## src/rtl/mem_arbiter.sv

```systemverilog
// Two-port (fetch/data) arbiter in front of a single synchronous memory port.
// Round-robin on conflict; reads return one cycle after grant, stores complete in the grant cycle.
package mem_arbiter_pkg;
  typedef enum logic [1:0] {
    OP_DMEM_BYTE = 2'd0,
    OP_DMEM_HALF = 2'd1,
    OP_DMEM_TRPL = 2'd2,
    OP_DMEM_WORD = 2'd3
  } op_dmem_size;
endpackage

module mem_arbiter
  import mem_arbiter_pkg::*;
#(
  parameter int AW = 4,
  parameter int DW = 32
) (
  input  logic          clk,
  input  logic          res,
  input  logic          i_req,
  input  logic [AW-1:0] i_addr,
  output logic          i_gnt,
  output logic          i_rvalid,
  output logic [DW-1:0] i_rdata,
  input  logic          d_req,
  input  logic          d_wen,
  input  op_dmem_size   d_size,
  input  logic          d_zero_ex,
  input  logic [AW-1:0] d_addr,
  input  logic [DW-1:0] d_wdata,
  output logic          d_gnt,
  output logic          d_rvalid,
  output logic [DW-1:0] d_rdata,
  output logic          mem_req,
  output logic          mem_wen,
  output logic          mem_ren,
  output op_dmem_size   mem_size,
  output logic          mem_zero_ex,
  output logic [AW-1:0] mem_addr,
  output logic [DW-1:0] mem_wdata,
  input  logic [DW-1:0] mem_rdata
);

  typedef enum logic [1:0] {
    IDLE   = 2'd0,
    RESP_I = 2'd1,
    RESP_D = 2'd2
  } state_t;

  state_t state_q, state_d;
  logic   last_d_q, last_d_d;
  logic   win_d, win_i, accept;

  always_ff @(posedge clk) begin
    if (res) begin
      state_q  <= IDLE;
      last_d_q <= 1'b1;
    end else begin
      state_q  <= state_d;
      last_d_q <= last_d_d;
    end
  end

  // data wins when alone, or on conflict when fetch was granted last
  always_comb begin
    win_d  = d_req & (~i_req | ~last_d_q);
    win_i  = i_req & ~win_d;
    accept = (state_q == IDLE) & (i_req | d_req) & ~res;
  end

  always_comb begin
    state_d  = state_q;
    last_d_d = last_d_q;
    unique case (state_q)
      IDLE: begin
        if (accept) begin
          last_d_d = win_d;
          if (win_i)       state_d = RESP_I;
          else if (~d_wen) state_d = RESP_D;
        end
      end
      RESP_I:  state_d = IDLE;
      RESP_D:  state_d = IDLE;
      default: state_d = IDLE;
    endcase
  end

  always_comb begin
    i_gnt       = 1'b0;
    d_gnt       = 1'b0;
    i_rvalid    = 1'b0;
    d_rvalid    = 1'b0;
    i_rdata     = '0;
    d_rdata     = '0;
    mem_req     = 1'b0;
    mem_wen     = 1'b0;
    mem_ren     = 1'b0;
    mem_size    = OP_DMEM_WORD;
    mem_zero_ex = 1'b0;
    mem_addr    = '0;
    mem_wdata   = '0;
    unique case (state_q)
      IDLE: begin
        if (accept) begin
          i_gnt   = win_i;
          d_gnt   = win_d;
          mem_req = 1'b1;
          mem_wen = d_wen & win_d;
          mem_ren = ~(d_wen & win_d);
          if (win_d) begin
            mem_addr    = d_addr;
            mem_size    = d_size;
            mem_zero_ex = d_zero_ex;
            mem_wdata   = d_wdata;
          end else begin
            mem_addr = i_addr;
          end
        end
      end
      RESP_I: begin
        if (~res) begin
          i_rvalid = 1'b1;
          i_rdata  = mem_rdata;
        end
      end
      RESP_D: begin
        if (~res) begin
          d_rvalid = 1'b1;
          d_rdata  = mem_rdata;
        end
      end
      default: ;
    endcase
  end

endmodule

```

## config.mk

```make
export PLATFORM = sky130hd
export DESIGN_NAME = mem_arbiter
export DESIGN_NICKNAME = d
export VERILOG_FILES = /design/src/rtl/mem_arbiter.sv
export SDC_FILE = /design/constraint.sdc
export NUM_CORES = 1
export LEC_CHECK = 0
export CAP_MARGIN = 10
export CELL_PAD_IN_SITES_DETAIL_PLACEMENT = 1
export CELL_PAD_IN_SITES_GLOBAL_PLACEMENT = 1
export CORE_AREA = 2 2 99 101
export CTS_BUF_LIST = sky130_fd_sc_hd__clkbuf_4
export DETAILED_ROUTE_END_ITERATION = 6
export DIE_AREA = 0 0 101 103
export PLACE_DENSITY = 0.86
export SYNTH_ARGS = -nofsm -noshare
export SYNTH_HDL_FRONTEND = slang
export SYNTH_SLANG_ARGS = --single-unit
```

## constraint.sdc

```tcl
create_clock -name clk -period 1.3 [get_ports clk]
set_input_delay 0.26 -clock clk [delete_from_list [all_inputs] [get_ports clk]]
set_output_delay 0.26 -clock clk [all_outputs]
set_load 0.01 [all_outputs]
```

==> results.cfg <==
[clock_tree]
htree_levels = 1
cts.sinks = 3
cts_buffers = 3
clock_latency_ns = 0.24
cts-root-buf = clkbuf_4
clkSlewWorstSetupHoldPaths_ns = 0.04
cts_max_path_buffers = 2
cts_tree = built

[hold_path]
hold_path.class = input pin to flip-flop
hold_path_depth = 3
min_from = res

[critical_path]
crit_required_ns = 1.04
crit_cells = 8
cpMaxStageDelayCell = dfxtp_4
r2r-start = state_q[0]
cp_num_buf_inv = 6
cp_max_fo = 5
crit_type = flip-flop to primary output
critPathArrivalTime_ns = 1.58
critPathLaunchType = flip-flop
crit_top_cell = buf_6
worstSetupEndpointType = primary output
r2r.worst_path.cells = 9
critical-path-top-delay-family = buffers and inverters
critPathMaxStageDelay_ns = 0.34
path_cells = buf_6 > nor3b_4 > buf_6 > buf_6 > buf_6 > buf_6 > and2_4 > buf_6
setup.worst_path.start = state_q[0]

[placed_design]
dp_cells = 453
place_ws_ns = -1.03
dp_hpwl_um = 5370
gp_congestion = 0.744
port_buffers = 189
dpl_cell_area_um2 = 3120

[routing]
wire_per_inst_um = 15.3
dr.pass1.iters = 3
ant_nets = 0
via_per_inst = 3.98
wl_um = 7600
drcViolationCount = 0
routed-via-count = 1976
drtIter0Drc = 16

[power]
pwr-share-seq_pct = 8.2
ir_drop_mv = 0.177
switching_share_pct = 31.6
power.internal_uw = 873
pwr-share-clk_pct = 14.9
leakage_nw = 1.83
power_switching_uw = 403
power.density_nw_per_um2 = 347
comb_power_share_pct = 76.8

[timing]
rsz0062_at_grt = yes
fmax_mhz = 545
finalClockSkew_ns = 0.00492
setup_ws_ns = -0.537
tns_ns = -44.27
slew_headroom_pct = 82.5
period_share_pct = 141
finalHoldViolCount = 0
period_needed_ns = 1.84
max_slew.worst_pin.slew_ns = 0.262
setup_viol = 111
finalMaxSlewViolations = 0

[grt]
busiest_layer = met2
grt_max_degree = 19
met1_usage_pct = 11.0
antenna_found_initial = 0
grt_overflow = 0
use_met2_pct = 23.9
grtUsageMet3_pct = 2.98
grt_pass1_vias = 1943
grt_first_pass_wirelength_um = 9430
track_usage_pct = 11.3

[synthesis]
synth_nets = 222
synth_area_leaders = and2_1 (44%), and3_1 (24%), dfxtp_1 (6.5%)
synthCells = 142
yosysWarnings = 0
ys_seq_area_share_pct = 6.54
syn_avg_cell_area_um2 = 6.47
syn-cell-area_um2 = 918
synth_seq_cells = 3
yosysTopAreaCellShare_pct = 44.3
synth_cell_types = 20
yosysTopAreaCell = and2_1

[cells_and_area]
nets = 463
final_area_um2 = 3680
synthToLayoutAreaGrowth_pct = 301
drive_gt1_share_pct = 63.9
layout.filler_cells = 1098
layout.cells.non_filler = 496
antenna_cells = 0
fin_util_pct = 38.9

[floorplan]
die_area_um2 = 10400
rows = 36
start_util_pct = 9.71
die_h_um = 103
ios = 190
core_um2 = 9460
die_width_um = 101

[run_status]
violations = negative setup slack
status = complete, but fails checks

[flow_run]
drv_cap = 0
## power groups by stage
stage | combinational, mW | clock (mW) | sequential [mW]
after floorplan | 0.204 | 0 | 0.106
after global placement | 0.746 | 0 | 0.105
after detailed placement | 0.766 | 0 | 0.105
after CTS | 0.838 | 0.198 | 0.108
after global routing | 1.04 | 0.209 | 0.106
final | 0.980 | 0.191 | 0.105
## tightest hold or removal path, delay by kind of cell
kind	cells	cell delay, ns
buffers and inverters	2	0.40
AO/OA/AOI/OAI	1	0.10
## through the flow
stage	power, mW	hold WS (ns)
final	1.28	0.549
after CTS	1.14	0.547
after global placement	0.851	0.618
after floorplan	0.309	0.349
after global routing	1.36	0.562
after detailed placement	0.872	0.611
## cells in the mapped netlist
cell type	count
clkbuf_1	6
buf_4	1
dfxtp_1	3
and2_1	65
nor2_1	5
a21oi_1	2
a211o_1	1
o21ai_1	1
and3_1	35
mux2i_1	4
nor3b_2	2
buf_2	5
nor3_2	1
o21ai_0	1
clkbuf_2	2
nor2b_1	1
inv_1	1
a21boi_2	1
nand2_1	3
nand2b_1	2
## area by class of cell
cell class                      instances  area, µm²  area share (%)
Multi-Input combinational cell        124       1050            28.6
Inverter                                1       3.75           0.102
Tap cell                              114        143            3.88
Clock buffer                            4       30.0           0.816
Timing Repair Buffer                  250       2380            64.8
Sequential cell                         3       66.3            1.80
## path summary, 6_finish.rpt
check	end	slack (ns)
worst max-delay path	i_rdata[0]	-0.54
worst min-delay path	last_d_q	0.55
worst max register to register	last_d_q	-0.31
worst min register to register	last_d_q	0.60
## layout by cell type (no fill, tap or decap), types with 2 or more instances in the layout
master	netlist	final
nand2b_1	2	2
and3_1	35	7
nand2_1	3	3
mux2i_1	4	3
buf_2	5	50
buf_12	0	4
nor2_1	5	5
buf_4	1	16
dlygate4sd2_1	0	2
and3_4	0	28
and2_4	0	31
nor3b_4	0	2
and2_1	65	34
buf_6	0	99
clkbuf_4	0	4
buf_8	0	2
dfxtp_2	0	2
clkdlybuf4s50_1	0	76
## state kept, by name, indices dropped and copies added, names as in the netlist
| signal | flops |
|---|---|
| state_q | 2 |
| last_d_q | 1 |
## cells by family (layout without fill, tap and decap cells)
logic type / count (synthesis) / after routing / synth area share (%)
DFF: 3 / 3 / 6.54
buffers and inverters: 15 / 255 / 7.49
AOI/OAI and AO/OA: 6 / 6 / 4.36
muxes: 4 / 4 / 4.36
and+or+nand+nor: 114 / 114 / 77.2
## routing by layer
layer | vias up | part of all wire, % | wire length [µm]
met4 | 0 | 1.2 | 90
li1 | 948 | - | -
met3 | 8 | 8.6 | 651
met2 | 111 | 59 | 4470
met5 | - | 0 | 0
met1 | 909 | 31 | 2380
## repair_timing
item / in CTS / in global routing
hold buffers: 0 / 0
endpoints found under the setup margin: 111 / 111
setup buffers: 21 / 19
pin swaps: 15 / 33
cloned: 2 / 5
resized for setup: 369 / 233
hold endpoints to repair: 0 / 0
Note: power is estimated with default switching activity, not from simulation.
